[src/rtl/apb_slave_asynch.sv]
`timescale 1ns/1ps
// apb_slave_asynch: destination-domain end of the APB req/ack CDC bridge.
// Synchronises the 4-phase request, replays it as a local two-phase APB
// transfer and returns the captured response together with the acknowledge.
module apb_slave_asynch #(
  parameter int unsigned APB_DATA_WIDTH = 32,
  parameter int unsigned APB_ADDR_WIDTH = 32
) (
  input  logic                      clk,
  input  logic                      rst_n,
  // source-domain handshake and quasi-static request bundle
  input  logic                      asynch_req_i,
  output logic                      asynch_ack_o,
  input  logic [APB_ADDR_WIDTH-1:0] async_PADDR_i,
  input  logic [APB_DATA_WIDTH-1:0] async_PWDATA_i,
  input  logic                      async_PWRITE_i,
  input  logic                      async_PSEL_i,
  output logic [APB_DATA_WIDTH-1:0] async_PRDATA_o,
  output logic                      async_PSLVERR_o,
  // local APB master port
  output logic [APB_ADDR_WIDTH-1:0] PADDR_o,
  output logic [APB_DATA_WIDTH-1:0] PWDATA_o,
  output logic                      PWRITE_o,
  output logic                      PSEL_o,
  output logic                      PENABLE_o,
  input  logic [APB_DATA_WIDTH-1:0] PRDATA_i,
  input  logic                      PREADY_i,
  input  logic                      PSLVERR_i
);

  typedef enum logic [1:0] {
    IDLE         = 2'd0,
    SETUP        = 2'd1,
    ACCESS       = 2'd2,
    WAIT_REQ_LOW = 2'd3
  } state_t;

  state_t state;
  logic   req_meta;
  logic   req_sync;

  // Two-flop synchroniser for the request; the bundle is only sampled while req_sync is high.
  always_ff @(posedge clk or negedge rst_n) begin
    if (!rst_n) begin
      req_meta <= 1'b0;
      req_sync <= 1'b0;
    end else begin
      req_meta <= asynch_req_i;
      req_sync <= req_meta;
    end
  end

  // Transfer FSM: replay the request on local APB, capture the response, run the ack phase.
  always_ff @(posedge clk or negedge rst_n) begin
    if (!rst_n) begin
      state           <= IDLE;
      asynch_ack_o    <= 1'b0;
      async_PRDATA_o  <= '0;
      async_PSLVERR_o <= 1'b0;
      PADDR_o         <= '0;
      PWDATA_o        <= '0;
      PWRITE_o        <= 1'b0;
      PSEL_o          <= 1'b0;
      PENABLE_o       <= 1'b0;
    end else begin
      case (state)
        IDLE: begin
          if (req_sync) begin
            if (async_PSEL_i) begin
              PADDR_o  <= async_PADDR_i;
              PWDATA_o <= async_PWDATA_i;
              PWRITE_o <= async_PWRITE_i;
              PSEL_o   <= 1'b1;
              state    <= SETUP;
            end else begin
              // Null request: acknowledge without touching the local bus or read data.
              async_PSLVERR_o <= 1'b0;
              asynch_ack_o    <= 1'b1;
              state           <= WAIT_REQ_LOW;
            end
          end
        end
        SETUP: begin
          PENABLE_o <= 1'b1;
          state     <= ACCESS;
        end
        ACCESS: begin
          // Request level is ignored here: a started transfer always completes.
          if (PREADY_i) begin
            async_PRDATA_o  <= PRDATA_i;
            async_PSLVERR_o <= PSLVERR_i;
            PSEL_o          <= 1'b0;
            PENABLE_o       <= 1'b0;
            asynch_ack_o    <= 1'b1;
            state           <= WAIT_REQ_LOW;
          end
        end
        WAIT_REQ_LOW: begin
          // Hold ack until the request is seen low, so a held request is never replayed.
          if (!req_sync) begin
            asynch_ack_o <= 1'b0;
            state        <= IDLE;
          end
        end
        default: state <= IDLE;
      endcase
    end
  end

endmodule
[config.mk]
export PLATFORM = sky130hd
export DESIGN_NAME = apb_slave_asynch
export DESIGN_NICKNAME = d
export VERILOG_FILES = /design/src/rtl/apb_slave_asynch.sv
export SDC_FILE = /design/constraint.sdc
export NUM_CORES = 1
export LEC_CHECK = 0
export CAP_MARGIN = 15
export CORE_MARGIN = 2
export CORE_UTILIZATION = 40
export CTS_CLUSTER_SIZE = 30
export DETAILED_ROUTE_END_ITERATION = 12
export PLACE_DENSITY_LB_ADDON = 0.12
export SYNTH_ARGS = -nofsm -noshare
export SYNTH_HDL_FRONTEND = slang
export SYNTH_SLANG_ARGS = --single-unit
[constraint.sdc]
create_clock -name clk -period 1.7 [get_ports clk]
set_input_delay 0.34 -clock clk [delete_from_list [all_inputs] [get_ports clk]]
set_output_delay 0.34 -clock clk [all_outputs]
set_load 0.005 [all_outputs]
==> impl_metrics.prom <==
# TYPE chip_impl_metric gauge
chip_impl_info{name="run_status",value="finished, final reports clean"} 1
chip_impl_info{name="post_synth_main_area_contributors",value="sky130_fd_sc_hd__dfrtp_1 (62%), sky130_fd_sc_hd__mux2_4 (18%), sky130_fd_sc_hd__mux2_2 (12%)"} 1
chip_impl_metric{name="number_of_vias_per_cell",unit=""} 4.58
chip_impl_metric{name="layout_worst_path_cycle_share",unit=""} 0.958
chip_impl_metric{name="n_fill_cell",unit=""} 751
chip_impl_metric{name="yosysWarningCount",unit=""} 0
chip_impl_metric{name="yosys.cell_types.count",unit=""} 21
chip_impl_info{name="rsz0062_at_grt",value="yes"} 1
chip_impl_metric{name="timing.max_slew.rel_slack",unit=""} 0.793
chip_impl_metric{name="fin_crit",unit="ns"} 1.63
chip_impl_metric{name="finalNonFillerCells",unit=""} 606
chip_impl_metric{name="grt_use_met1",unit=""} 0.219
chip_impl_info{name="layout_commonest_cell",value="sky130_fd_sc_hd__clkdlybuf4s50_1"} 1
chip_impl_info{name="cp_slowest_cell",value="sky130_fd_sc_hd__dfrtp_1"} 1
chip_impl_metric{name="core-area",unit="um^2"} 10300
chip_impl_metric{name="report.final.slew_viol_count",unit=""} 0
chip_impl_metric{name="first_global_vias",unit=""} 2973
chip_impl_metric{name="groute.layer.met3.usage",unit=""} 0.0644
chip_impl_metric{name="cts_max_path_buffers",unit=""} 2
chip_impl_metric{name="cap_violations",unit=""} 0
chip_impl_metric{name="peakVddDrop",unit="mV"} 0.752
chip_impl_metric{name="dp_hpwl",unit="um"} 7180
chip_impl_metric{name="place.detailed.instances",unit=""} 589
chip_impl_metric{name="yosysSeqAreaShare",unit=""} 0.619
chip_impl_info{name="cp_top_family",value="buffers and inverters"} 1
chip_impl_metric{name="drt-wirelength-per-cell",unit="um"} 15.8
chip_impl_metric{name="antenna_cells_inserted",unit=""} 0
chip_impl_info{name="worstSetupPathType",value="reg -> reg"} 1
chip_impl_metric{name="route.antenna.remaining_nets",unit=""} 0
chip_impl_metric{name="die-height",unit="um"} 107
chip_impl_metric{name="number_of_rows_created_at_floorplan",unit=""} 37
chip_impl_metric{name="crit_buf_inv",unit=""} 3
chip_impl_metric{name="final_net_count",unit=""} 574
chip_impl_metric{name="fmax",unit="MHz"} 614
chip_impl_metric{name="numPortBuffers",unit=""} 203
chip_impl_metric{name="data_arrival_time_at_the_worst_slack_endpoint",unit="ns"} 1.87
chip_impl_metric{name="netlist_instances",unit=""} 248
chip_impl_metric{name="critical_path_fanout_max",unit=""} 33
chip_impl_metric{name="drtPass1Iterations",unit=""} 2
chip_impl_metric{name="fp.dieArea",unit="um^2"} 11500
chip_impl_metric{name="cellLeakagePower",unit="uW"} 0.00307
chip_impl_metric{name="clk_transition_reported_paths",unit="ns"} 0.09
chip_impl_metric{name="grt_first_pass_wirelength",unit="um"} 15300
chip_impl_metric{name="area.growth.synth_to_final",unit="%"} 59.8
chip_impl_metric{name="numClockSinks",unit=""} 105
chip_impl_metric{name="wl",unit="um"} 9580
chip_impl_info{name="worst_setup_path_start_kind",value="register"} 1
chip_impl_info{name="worst_r2r_startpoint",value="state[0]"} 1
chip_impl_metric{name="clk_latency",unit="ns"} 0.36
chip_impl_metric{name="globalplace.congestion",unit=""} 0.730
chip_impl_metric{name="tritoncts.num_buffers",unit=""} 9
chip_impl_info{name="clock-root-buffer",value="sky130_fd_sc_hd__clkbuf_8"} 1
chip_impl_metric{name="worstMarginPinSlew",unit="ns"} 0.310
chip_impl_metric{name="starting_density",unit=""} 0.411
chip_impl_info{name="timing.critical_path.to_type",value="register"} 1
chip_impl_metric{name="mappedNetlistArea",unit="um^2"} 4250
chip_impl_info{name="startpoint",value="state[0]"} 1
chip_impl_metric{name="report.power.total",unit="uW"} 11600
chip_impl_metric{name="antenna_found_initial",unit=""} 0
chip_impl_metric{name="delay_contributed_by_the_slowest_stage_of_the_critical_path",unit="ns"} 0.42
chip_impl_info{name="hp-start",value="req_meta"} 1
chip_impl_metric{name="cts_setup_buffers",unit=""} 0
chip_impl_metric{name="final.hold.worst_slack",unit="ns"} 0.357
chip_impl_metric{name="detailed_place.area",unit="um^2"} 6510
chip_impl_metric{name="global_route.overflow_total",unit=""} 0
chip_impl_metric{name="critical_path_required",unit="ns"} 1.95
chip_impl_metric{name="syn-num-nets",unit=""} 357
chip_impl_info{name="tritoncts",value="built"} 1
chip_impl_metric{name="final.setup.tns",unit="ns"} 0
chip_impl_metric{name="register_area",unit="um^2"} 2630
chip_impl_metric{name="multiInputGateArea",unit="um^2"} 1530
chip_impl_info{name="yosys_top_cell_by_area",value="sky130_fd_sc_hd__dfrtp_1"} 1
chip_impl_metric{name="detailroute.via_count",unit=""} 2777
chip_impl_metric{name="worst_clock_skew",unit="ns"} 0.00967
chip_impl_metric{name="timing_hold_violations_final",unit=""} 0
chip_impl_metric{name="synth_top_cell_area_share",unit=""} 0.619
chip_impl_metric{name="synth_seq_cells",unit=""} 105
chip_impl_metric{name="detail_route.iter0.violations",unit=""} 106
chip_impl_metric{name="gr-usage-all-layers",unit=""} 0.171
chip_impl_info{name="cp_cell_sequence",value="inv_1 -> buf_4 -> ha_1 -> nand2_2 -> buf_12 -> mux2_2"} 1
chip_impl_metric{name="cellPowerDensity",unit="nW/um^2"} 1720
chip_impl_metric{name="final_area",unit="um^2"} 6790
chip_impl_metric{name="synth_area_per_cell",unit="um^2"} 17.1
chip_impl_info{name="hold_path_class",value="reg -> reg"} 1
chip_impl_info{name="top_usage_layer",value="met2"} 1
chip_impl_metric{name="finalSetupViolations",unit=""} 0
chip_impl_metric{name="floorplan.io_pins",unit=""} 204
chip_impl_metric{name="met2_layer_usage_reported_by_global_route",unit=""} 0.274
chip_impl_metric{name="grt_max_degree",unit=""} 46
chip_impl_metric{name="die_w",unit="um"} 107
chip_impl_info{name="final_cell_mix",value="sky130_fd_sc_hd__clkdlybuf4s50_1 (202), sky130_fd_sc_hd__dfrtp_1 (105), sky130_fd_sc_hd__mux2_4 (51)"} 1
chip_impl_metric{name="htreeDepth",unit=""} 3
chip_impl_metric{name="drive_gt1_frac",unit=""} 0.277
chip_impl_metric{name="detail_route.drc_violations",unit=""} 0
-- cells in the mapped netlist --
cell type and instances:
sky130_fd_sc_hd__dfrtp_1 105, sky130_fd_sc_hd__mux2_4 50, sky130_fd_sc_hd__mux2_2 47, sky130_fd_sc_hd__inv_1 7, sky130_fd_sc_hd__buf_6 6, sky130_fd_sc_hd__ha_1 6, sky130_fd_sc_hd__buf_2 4, sky130_fd_sc_hd__mux2i_1 4
sky130_fd_sc_hd__nand2_1 4, sky130_fd_sc_hd__nor2_1 2, sky130_fd_sc_hd__o211ai_1 2, sky130_fd_sc_hd__o21ai_0 2, sky130_fd_sc_hd__nand2_2 1, sky130_fd_sc_hd__nand2b_1 1, sky130_fd_sc_hd__nand3_1 1, sky130_fd_sc_hd__nor2b_1 1
sky130_fd_sc_hd__nor4b_1 1, sky130_fd_sc_hd__o22ai_1 1, sky130_fd_sc_hd__o2bb2ai_1 1, sky130_fd_sc_hd__o32ai_1 1, sky130_fd_sc_hd__or2_2 1
-- flip-flops by register name (all words and copies together), names as in the netlist, 2 cells and up --
| signal | flops |
|---|---|
| PADDR_o | 32 |
| PWDATA_o | 32 |
| async_PRDATA_o | 32 |
| state | 2 |
-- power by group --
group	leakage [uW]	switching (uW)	total [uW]	internal (uW)
registers	0.00125	681	4420	3740
clock network	0.000120	825	1840	1020
logic	0.00170	1500	5380	3880
total	0.00307	3000	11600	8640
-- repair_timing --
action,4_1_cts,5_1_grt
resized for setup,0,5
hold buffers,1,0
setup endpoints to repair,0,44
endpoints found under the hold margin,10,0
-- final timing paths --
| path | to | slack [ns] | cells past startpoint |
|---|---|---|---|
| worst max register to register | async_PRDATA_o[10] | 0.07 | 6 |
| worst min-delay path | req_sync | 0.36 | 0 |
| worst max-delay path | async_PRDATA_o[10] | 0.07 | 6 |
| worst min register to register | req_sync | 0.36 | 0 |
| max in group asynchronous | async_PRDATA_o[14] | 0.82 | 3 |
| min in group asynchronous | async_PRDATA_o[18] | 0.37 | 2 |
-- metrics by stage --
stage | worst slack [ns] | utilization
final | 0.0710 | 0.657
after global routing | -0.00294 | 0.657
after CTS | 0.0308 | 0.655
after detailed placement | -0.113 | 0.631
after global placement | -0.0910 | 0.631
after floorplan | 0.180 | -
-- per-layer routing --
layer	vias up	part of all wire	wire (um)
li1	1289	-	-
met1	1361	0.42	4020
met2	118	0.48	4620
met3	9	0.088	842
met4	0	0.010	99
met5	-	0	0
-- final cells by class --
class | instances | share of cell area
clock buffer | 11 | 0.0208
clock inverter | 5 | 0.0151
tap | 136 | 0.0251
timing repair buffer | 216 | 0.322
sequential | 105 | 0.387
multi-input combinational | 126 | 0.226
inverter | 7 | 0.00387
-- cells by family after synthesis --
family,share of synthesized area
AO/OA/AOI/OAI,0.0115
adder cells (fa/ha/maj),0.0177
buffers and inverters,0.0268
flip-flops,0.619
multiplexers,0.311
AND/OR/NAND/NOR,0.0144
Power figures use the tool's default switching activity.
